File: src/rtl/dvp_pattern_gen.sv
// dvp_pattern_gen
//   DVP-style camera source. Emits frame-valid, line-valid and pixel data with
//   the framing a Himax sensor drives into the vision front end, carrying one
//   of four deterministic patterns so a downstream capture block can be
//   checked pixel-for-pixel. Every output is registered.
//
//   Ports
//     clk          pixel clock, rising edge
//     rst_n        asynchronous active-low reset
//     start        request one frame (sampled only while idle)
//     continuous   free-run frames back-to-back (sampled at end of vertical blank)
//     pattern_sel  0 pixel index, 1 const_val, 2 col^row, 3 checkerboard
//     const_val    value for pattern 1 (latched at frame start)
//     px_fv        frame valid
//     px_lv        line valid
//     pxd          pixel data; in nibble mode only [3:0] is used, upper nibble first
//     busy         high whenever the generator is not idle
//     frame_done   one-cycle pulse on the cycle px_fv falls
//     frame_cnt    completed frames, wrapping
//
//   Nibble mode (FOUR_BITS = 1) sends bits [7:4] then [3:0] of each pixel and
//   therefore expects WIDTH >= 8.
module dvp_pattern_gen #(
   parameter int WIDTH     = 8,
   parameter int FOUR_BITS = 1,
   parameter int NUM_COLS  = 40,
   parameter int NUM_ROWS  = 30,
   parameter int HOR_BLANK = 4,
   parameter int FV_LEAD   = 2,
   parameter int FV_TRAIL  = 2,
   parameter int VER_BLANK = 8
) (
   input  logic             clk,
   input  logic             rst_n,
   input  logic             start,
   input  logic             continuous,
   input  logic [1:0]       pattern_sel,
   input  logic [WIDTH-1:0] const_val,
   output logic             px_fv,
   output logic             px_lv,
   output logic [WIDTH-1:0] pxd,
   output logic             busy,
   output logic             frame_done,
   output logic [15:0]      frame_cnt
);

   localparam int COL_W   = (NUM_COLS > 1) ? $clog2(NUM_COLS) : 1;
   localparam int ROW_W   = (NUM_ROWS > 1) ? $clog2(NUM_ROWS) : 1;
   localparam int MAX_A   = (HOR_BLANK > FV_LEAD) ? HOR_BLANK : FV_LEAD;
   localparam int MAX_B   = (FV_TRAIL > VER_BLANK) ? FV_TRAIL : VER_BLANK;
   localparam int BLK_MAX = (MAX_A > MAX_B) ? MAX_A : MAX_B;
   localparam int BLK_W   = (BLK_MAX > 1) ? $clog2(BLK_MAX) : 1;

   typedef enum logic [2:0] {
      S_IDLE, S_LEAD, S_LINE, S_HBLANK, S_TRAIL, S_VBLANK
   } state_t;

   // Terminal count of a blanking interval of n cycles. For n = 0 the state
   // is never entered, so the wrapped value is never compared.
   function automatic logic [BLK_W-1:0] last_cnt(input int n);
      return BLK_W'(n - 1);
   endfunction

   state_t           state_q, state_d;
   logic [BLK_W-1:0] cnt_q, cnt_d;
   logic [COL_W-1:0] col_q, col_d;
   logic [ROW_W-1:0] row_q, row_d;
   logic             beat_q, beat_d;
   logic [WIDTH-1:0] pix_q, pix_d;      // frame pixel index, wraps at 2^WIDTH
   logic [1:0]       pat_q, pat_d;
   logic [WIDTH-1:0] const_q, const_d;
   logic             new_frame, frame_over;

   logic             fv_d, lv_d, busy_d;
   logic [WIDTH-1:0] pix_val, pxd_d;

   // Next-state and counter logic.
   always_comb begin
      // NOTE: every signal assigned here gets a default first, so no path through
      // the case leaves one unassigned and infers a latch.
      state_d    = state_q;
      cnt_d      = cnt_q;
      col_d      = col_q;
      row_d      = row_q;
      beat_d     = beat_q;
      pix_d      = pix_q;
      pat_d      = pat_q;
      const_d    = const_q;
      new_frame  = 1'b0;
      frame_over = 1'b0;

      case (state_q)
         S_IDLE: new_frame = start | continuous;
         S_LEAD: begin
            if (cnt_q == last_cnt(FV_LEAD)) state_d = S_LINE;
            else                            cnt_d   = cnt_q + 1'b1;
         end
         S_LINE: begin
            if ((FOUR_BITS != 0) && !beat_q) begin
               beat_d = 1'b1;
            end else begin
               beat_d = 1'b0;
               pix_d  = pix_q + 1'b1;
               if (col_q != COL_W'(NUM_COLS - 1)) begin
                  col_d = col_q + 1'b1;
               end else begin
                  col_d = '0;
                  if (row_q != ROW_W'(NUM_ROWS - 1)) begin
                     if (HOR_BLANK > 0) state_d = S_HBLANK;
                     else               row_d   = row_q + 1'b1;
                  end else if (FV_TRAIL > 0) begin
                     state_d = S_TRAIL;
                  end else begin
                     frame_over = 1'b1;
                  end
               end
            end
         end
         S_HBLANK: begin
            if (cnt_q == last_cnt(HOR_BLANK)) begin
               state_d = S_LINE;
               row_d   = row_q + 1'b1;
            end else begin
               cnt_d = cnt_q + 1'b1;
            end
         end
         S_TRAIL: begin
            if (cnt_q == last_cnt(FV_TRAIL)) frame_over = 1'b1;
            else                             cnt_d      = cnt_q + 1'b1;
         end
         S_VBLANK: begin
            if (cnt_q == last_cnt(VER_BLANK)) begin
               if (continuous) new_frame = 1'b1;
               else            state_d   = S_IDLE;
            end else begin
               cnt_d = cnt_q + 1'b1;
            end
         end
         default: state_d = S_IDLE;
      endcase

      // Leaving the last FV-high state: blank if configured, else decide now.
      if (frame_over) begin
         if (VER_BLANK > 0)   state_d   = S_VBLANK;
         else if (continuous) new_frame = 1'b1;
         else                 state_d   = S_IDLE;
      end

      // Frame start: pattern settings are frozen here for the whole frame.
      if (new_frame) begin
         state_d = (FV_LEAD > 0) ? S_LEAD : S_LINE;
         col_d   = '0;
         row_d   = '0;
         beat_d  = 1'b0;
         pix_d   = '0;
         pat_d   = pattern_sel;
         const_d = const_val;
      end

      if (state_d != state_q) cnt_d = '0;
   end

   // Output values for the next cycle, derived from the next state so the
   // registered outputs line up with the state they describe.
   always_comb begin
      fv_d   = state_d inside {S_LEAD, S_LINE, S_HBLANK, S_TRAIL};
      lv_d   = (state_d == S_LINE);
      busy_d = (state_d != S_IDLE);

      case (pat_d)
         2'd0:    pix_val = pix_d;
         2'd1:    pix_val = const_d;
         2'd2:    pix_val = WIDTH'(col_d) ^ WIDTH'(row_d);
         default: pix_val = {WIDTH{col_d[0] ^ row_d[0]}};
      endcase

      pxd_d = '0;
      if (lv_d) begin
         if (FOUR_BITS != 0) pxd_d = WIDTH'(beat_d ? pix_val[3:0] : pix_val[7:4]);
         else                pxd_d = pix_val;
      end
   end

   // State, counters and output registers.
   always_ff @(posedge clk or negedge rst_n) begin
      if (!rst_n) begin
         // NOTE: every register, latched pattern settings included, is cleared so an
         // aborted frame leaves nothing behind for the next one.
         state_q    <= S_IDLE;
         cnt_q      <= '0;
         col_q      <= '0;
         row_q      <= '0;
         beat_q     <= 1'b0;
         pix_q      <= '0;
         pat_q      <= '0;
         const_q    <= '0;
         px_fv      <= 1'b0;
         px_lv      <= 1'b0;
         pxd        <= '0;
         busy       <= 1'b0;
         frame_done <= 1'b0;
         frame_cnt  <= '0;
      end else begin
         // NOTE: non-blocking assignments so every register samples the values
         // from before this edge, independent of statement order.
         state_q    <= state_d;
         cnt_q      <= cnt_d;
         col_q      <= col_d;
         row_q      <= row_d;
         beat_q     <= beat_d;
         pix_q      <= pix_d;
         pat_q      <= pat_d;
         const_q    <= const_d;
         px_fv      <= fv_d;
         px_lv      <= lv_d;
         pxd        <= pxd_d;
         busy       <= busy_d;
         frame_done <= frame_over;
         if (frame_over) frame_cnt <= frame_cnt + 1'b1;
      end
   end

endmodule
File: config.mk
export PLATFORM = sky130hd
export DESIGN_NAME = dvp_pattern_gen
export DESIGN_NICKNAME = d
export VERILOG_FILES = /design/src/rtl/dvp_pattern_gen.sv
export SDC_FILE = /design/constraint.sdc
export NUM_CORES = 1
export LEC_CHECK = 0
export BUFFER_PORTS_ARGS = -buffer_cell sky130_fd_sc_hd__buf_4
export CAP_MARGIN = 20
export CELL_PAD_IN_SITES_DETAIL_PLACEMENT = 0
export CELL_PAD_IN_SITES_GLOBAL_PLACEMENT = 2
export CORE_ASPECT_RATIO = 0.6
export CORE_MARGIN = 2
export CORE_UTILIZATION = 31
export CTS_BUF_LIST = sky130_fd_sc_hd__clkbuf_4
export CTS_CLUSTER_DIAMETER = 80
export DETAILED_ROUTE_END_ITERATION = 6
export PLACE_DENSITY = 0.65
export SKIP_LAST_GASP = 1
export SYNTH_ARGS = -nofsm -noshare
export SYNTH_HDL_FRONTEND = slang
export SYNTH_SLANG_ARGS = --single-unit
File: constraint.sdc
create_clock -name clk -period 2.4 [get_ports clk]
set_input_delay 0.48 -clock clk [delete_from_list [all_inputs] [get_ports clk]]
set_output_delay 0.48 -clock clk [all_outputs]
set_load 0.01 [all_outputs]
==> key figures, run 1 <==
Floorplanning
  • Full die area: 0.0115 sq mm
  • Die Ht: 83.8 microns
  • FP Rows: 29
  • Initial Util: 31.5%
  • Io pins: 42
  • Core Footprint: 0.0105 sq mm
  • Die W: 137 microns

Drt
  • DRT iter0 DRCs: 209
  • # DRC: 0
  • Final WL: 8680 microns
  • Vias: 2556
  • Vias per inst: 4.78
  • Drt wl/cell: 16.2 microns
  • Drt first pass iters: 4
  • DRT antenna net count: 0

Timing
  • Worst-margin pin slew: 794 ps
  • Max frequency: 432 MHz
  • Clock Skew: 12.0 ps
  • Tcrit/Tclk final: 96.4%
  • Slew Viols, Final: 0
  • Unrepaired setup endpoints after global routing: true
  • Final hold violations: 0
  • Slew headroom: 47.1%
  • Setup violators final: 0
  • Tmin final: 2310 ps

Critical path
  • Worst EP arrival: 2620 ps
  • Flop-to-flop setup slack: 90 ps
  • CP required: 2700 ps
  • Startpoint types: register
  • Nature of the critical path endpoint: register
  • Worst-path maximum fanout: 7
  • Crit path kind: reg -> reg

Place
  • Quantity of I/O buffers inserted on ports: 37
  • DP HPWL: 6570 microns
  • Placed cell count: 518
  • GP Congestion: 0.842

Synthesis
  • Post-synth top area share: 45.7%
  • Ys flop type: dfrtp_1
  • Largest area contributor in the netlist: dfrtp_1
  • Post-Synthesis Cells: 331
  • Synth Register Bits: 60
  • YS warnings: 0
  • Top post-synthesis cells by area: dfrtp_1, nand2_1, xnor2_1
  • Syn avg cell area: 9.93 sq um
  • Number of enable flip-flop cells after synthesis: 0
  • Post-Syn Area: 0.00329 sq mm
  • Unique masters post-synth: 62
  • Sequential fraction of the synthesis area: 45.7%
  • Post-synthesis async set-or-reset flop share: 100%

Pwr
  • Max VDD drop: 312 uV
  • Lkg Pwr: 0.00188 uW
  • Pwr Density: 1020 mW/mm^2
  • Pwr Total: 4060 uW

GRT
  • Number of global-route vias before repair: 2514
  • Total GRT Usage: 16.6%
  • Global-route wire length before repair: 14200 microns
  • Initial antenna violation count: 0
  • Pin count of the biggest net entering global routing: 61
  • Total grt overflow: 0

Clock tree
  • Root buffer cell: clkbuf_4
  • Hold_buf cts: 0
  • Worst-Skew Late Latency: 420 ps
  • Inserted Clock Buffers: 9
  • Clk slew on worst S/H paths: 100 ps
  • Clk sinks: 60
  • TritonCTS clock tree: built
  • H-tree Lvls: 3
  • Clock Tree Buf Depth: 2

Final layout
  • Layout cells sized above 1: 25.5%
  • Ant. Diodes: 0
  • Nets: 415
  • Final non-filler cell total: 535
  • Synthesis-to-layout area growth: 21.2%

Job
  • Maximum Capacitance Violations: 0

Run status
  • Status: completed

Hold path
  • Hold crit path type: in -> async
[critical path, stage by stage (launching register included)]
cell,delay [ps]
dfrtp_1,410
ha_1,240
ha_1,240
nand4_1,140
o31a_1,240
nor2_2,110
and3_1,200
a311o_1,320
o31a_1,310
[flip-flops by register name, indices dropped and copies added (netlist names)]
| name | count |
|---|---|
| beat_q | 1 |
| busy | 1 |
| state_q | 3 |
| frame_cnt | 16 |
| px_lv | 1 |
| row_q | 5 |
| col_q | 6 |
| const_q | 8 |
| pxd | 4 |
| pix_q | 8 |
| pat_q | 2 |
| cnt_q | 3 |
| px_fv | 1 |
| frame_done | 1 |
[routing by layer]
metal / wire length [microns] / up-vias / GRT usage [%]
met5: 0 / - / 0
met4: 53 / 0 / 4.78
met3: 481 / 5 / 4.61
met2: 3000 / 63 / 18.9
met1: 5140 / 1207 / 28.4
li1: - / 1281 / -
[kinds of logic (layout without fill, tap and decap cells)]
logic type,count (synthesis),in the layout,synth area share (%)
AO/OA/AOI/OAI,48,48,11.4
XOR/XNOR,36,36,9.59
adder cells (fa/ha/maj),9,9,3.42
buffers and inverters,29,91,4.38
flip-flops,60,60,45.7
multiplexers,6,6,1.90
other,1,4,0.114
AND/OR/NAND/NOR,142,142,23.5
[Yosys cell counts, types with 4 or more instances]
cell and instances:
o21ai_0 4, buf_4 4, a21oi_1 6, nand2b_1 4, mux2i_1 4, xnor2_1 19, nor2_1 32, buf_2 4
clkbuf_1 6, and4_1 6, xor2_1 17, nand2_1 51, a31oi_1 5, nand3_1 10, nand4_1 11, ha_1 9
inv_1 11, dfrtp_1 60
[timing repair]
action,in CTS,in global routing
gates resized for setup,0,7
setup buffers,0,2
endpoints found under the setup margin,0,8
[placed cells by master, fill, tap and decap left out, types with 4 or more instances in the layout]
master / n
buf_4: 65
dfrtp_1: 59
nand2_1: 51
nor2_1: 31
xnor2_1: 18
xor2_1: 17
inv_1: 11
nand4_1: 11
clkbuf_4: 11
nand3_1: 10
ha_1: 8
and4_1: 6
a21oi_1: 6
a31oi_1: 5
mux2i_1: 4
nand2b_1: 4
o21ai_0: 4
conb_1: 4
[final timing paths]
| check | startpoint | to | depth (start not counted) |
|---|---|---|---|
| min | rst_n | busy | 1 |
| max in group asynchronous | rst_n | pix_q[5] | 1 |
| max reg2reg | cnt_q[0] | pxd[2] | 8 |
| min in group clk | const_val[3] | const_q[3] | 3 |
| max | cnt_q[0] | pxd[2] | 8 |
| min reg2reg | frame_cnt[15] | frame_cnt[15] | 1 |
[cell type report]
class | count | area, sq um
repair buffers | 65 | 488
flip-flops and latches | 60 | 1500
fillers | 1049 | 6460
multi-input cells | 245 | 1680
clock inverters | 4 | 17.5
clock buffers | 11 | 82.6
well taps | 139 | 174
inverters | 11 | 41.3
[through the flow]
stage	setup slack [ps]	setup TNS, ps	area, sq um	util (%)	hold slack [ps]
6_report	86.9	0	3990	38.1	133
3_5_place_dp	43.9	0	3850	36.8	467
4_1_cts	36.5	0	3950	37.8	156
5_1_grt	12.6	0	3990	38.1	168
2_1_floorplan	280	0	3300	-	184
3_3_place_gp	-2.86	-2.86	3850	36.8	460
[power breakdown]
group          switching [uW]  internal, uW  leakage, uW  total, uW
logic                    1110           864      0.00103       1980
clock network             369           221    0.0000616        590
registers                 249          1240     0.000790       1490
total                    1730          2320      0.00188       4060
(Power assumes the default switching activity.)
==> run 2, diff against run 1 <==
- clock period: 2.4 -> 2.7 ns (I/O delays scaled with it)
==> key figures, run 2 (same netlist as run 1, synthesis figures left out) <==
Hold path
  • Hold crit path type: in -> async

Clock tree
  • Post-CTS Setup Bufs: 0 (unchanged)
  • Worst-Skew Late Latency: 410 ps (about the same)
  • H-tree Lvls: 3 (unchanged)
  • CTS resizes: 0 (unchanged)
  • Clk sinks: 60 (unchanged)
  • Inserted Clock Buffers: 9 (unchanged)
  • Root buffer cell: clkbuf_4
  • Hold_buf cts: 0 (unchanged)
  • Clock Tree Buf Depth: 2 (unchanged)
  • Clk slew on worst S/H paths: 100 ps (about the same)
  • TritonCTS clock tree: built

Drt
  • DRT iter0 DRCs: 264 (+26%)
  • Final WL: 8890 microns (+2.5%)
  • Drt wl/cell: 17.1 microns (+5.4%)
  • # DRC: 0 (unchanged)
  • DRT antenna net count: 0 (unchanged)
  • Vias: 2563 (+0.27%)
  • Vias per inst: 4.93 (+3.2%)
  • Drt first pass iters: 4 (unchanged)

Floorplanning
  • Full die area: 0.0115 sq mm (unchanged)
  • Die W: 137 microns (unchanged)
  • Die Ht: 83.8 microns (unchanged)
  • FP Rows: 29 (unchanged)
  • Io pins: 42 (unchanged)
  • Initial Util: 31.5% (unchanged)
  • Core Footprint: 0.0105 sq mm (unchanged)

Final layout
  • Most frequent cells in the layout: dfrtp_1, nand2_1, buf_4
  • Max reg flops: 16 (unchanged)
  • Ant. Diodes: 0 (unchanged)
  • Layout cells sized above 1: 20.5% (-5.0 points)
  • Nets: 400 (-3.6%)
  • Largest register by flop count: frame_cnt
  • Post-layout util: 37.1% (-1.1 points)
  • Synthesis-to-layout area growth: 17.8%
  • Largest regs: frame_cnt x16, const_q x8, pix_q x8
  • Commonest non-fill, non-tap cell in the layout: dfrtp_1
  • Design area: 0.00387 sq mm (-2.9%)

Pwr
  • Seq pwr share: 37.1% (+0.4 points)
  • Sw Ratio: 42.5% (-0.22 points)
  • Switching Power: 1520 uW (-12%)
  • Max VDD drop: 406 uV (+30%)
  • Lkg Pwr: 0.00182 uW (-3.3%)
  • Pwr Density: 922 mW/mm^2 (-9.3%)
  • Combinational power share: 45.6% (-3.2 points)
  • Clock share of power: 17.3% (+2.8 points)
  • P_int: 2050 uW (-12%)

Timing
  • Setup TNS: 0 ps (unchanged)
  • Worst-margin pin slew: 819 ps (+25.1 ps)
  • Max frequency: 402 MHz (-7.0%)
  • Tightest hold margin: 213 ps (+80.3 ps)
  • Tcrit/Tclk final: 92.2% (-4.2 points)
  • Final hold violations: 0 (unchanged)
  • Slew headroom: 45.4% (-1.7 points)
  • Setup violators final: 0 (unchanged)
  • Slew Viols, Final: 0 (unchanged)
  • Unrepaired setup endpoints after global routing: false
  • Tmin final: 2490 ps (+175 ps)
  • Clock Skew: 17.1 ps (+5.07 ps)
  • Min setup slack post-route: 211 ps (+125 ps)

GRT
  • Total GRT Usage: 16.7% (+0.11 points)
  • Pin count of the biggest net entering global routing: 61 (unchanged)
  • Global-route wire length before repair: 14200 microns (about the same)
  • Total grt overflow: 0 (unchanged)
  • Initial antenna violation count: 0 (unchanged)
  • Number of global-route vias before repair: 2456 (-2.3%)

Place
  • Placed cell area: 0.00375 sq mm (-2.5%)
  • Quantity of I/O buffers inserted on ports: 37 (unchanged)
  • GP Congestion: 0.861 (+2.2%)
  • DP HPWL: 6660 microns (+1.4%)
  • Pre-CTS setup slack: 232 ps (+188 ps)

Critical path
  • Nature of the critical path endpoint: register
  • Startpoint types: register
  • Crit path kind: reg -> reg
  • Worst EP arrival: 2810 ps (+190 ps)
  • CP required: 3030 ps (+330 ps)
  • Worst-path maximum fanout: 14 (+7)

Job
  • Maximum Capacitance Violations: 0 (unchanged)

Run status
  • Status: completed
==> run 2: worst max-delay path, stage by stage, from the launching register on <==
cell	delay, ps
dfrtp_1	430
ha_1	230
ha_1	230
nand4_1	140
o31a_1	270
nor2_2	110
buf_4	210
o41ai_2	360
o211ai_1	230
a211oi_2	190
==> run 2: through the flow <==
step           std cells  power (uW)
2_1_floorplan        334        2390
3_3_place_gp         505        2990
3_5_place_dp         505        2950
4_1_cts              520        3600
5_1_grt              520        3870
6_report             520        3570
==> run 2: worst paths after layout <==
check,startpoint,slack (ps),cells past startpoint,to
worst min-delay path,rst_n,210,1,frame_cnt[12]
min in group clk,const_val[1],310,3,const_q[1]
worst max-delay path,cnt_q[0],210,9,cnt_q[1]
max in group asynchronous,rst_n,1940,1,state_q[1]
worst max register to register,cnt_q[0],210,9,cnt_q[1]
worst min register to register,const_q[3],480,2,const_q[3]
==> run 2: cell type report <==
class | count | area [sq um]
clock inverters | 4 | 41.3
well taps | 139 | 174
multi-input cells | 245 | 1660
clock buffers | 11 | 82.6
inverters | 11 | 41.3
fillers | 1051 | 6580
flip-flops and latches | 60 | 1500
repair buffers | 50 | 375
==> run 2: per-layer routing <==
layer	wire [microns]	vias up	GRT usage, %
li1	-	1250	-
met1	5110	1234	28.8
met2	3080	77	17.7
met3	658	2	5.95
met4	42	0	4.87
met5	0	-	0
==> run 2: power by group through the flow <==
stage	registers [uW]	logic (uW)	clock network [uW]
after floorplan	1260	1140	0
after global placement	1340	1650	0
after detailed placement	1340	1620	0
after CTS	1320	1630	652
after global routing	1350	1820	692
final	1320	1630	619
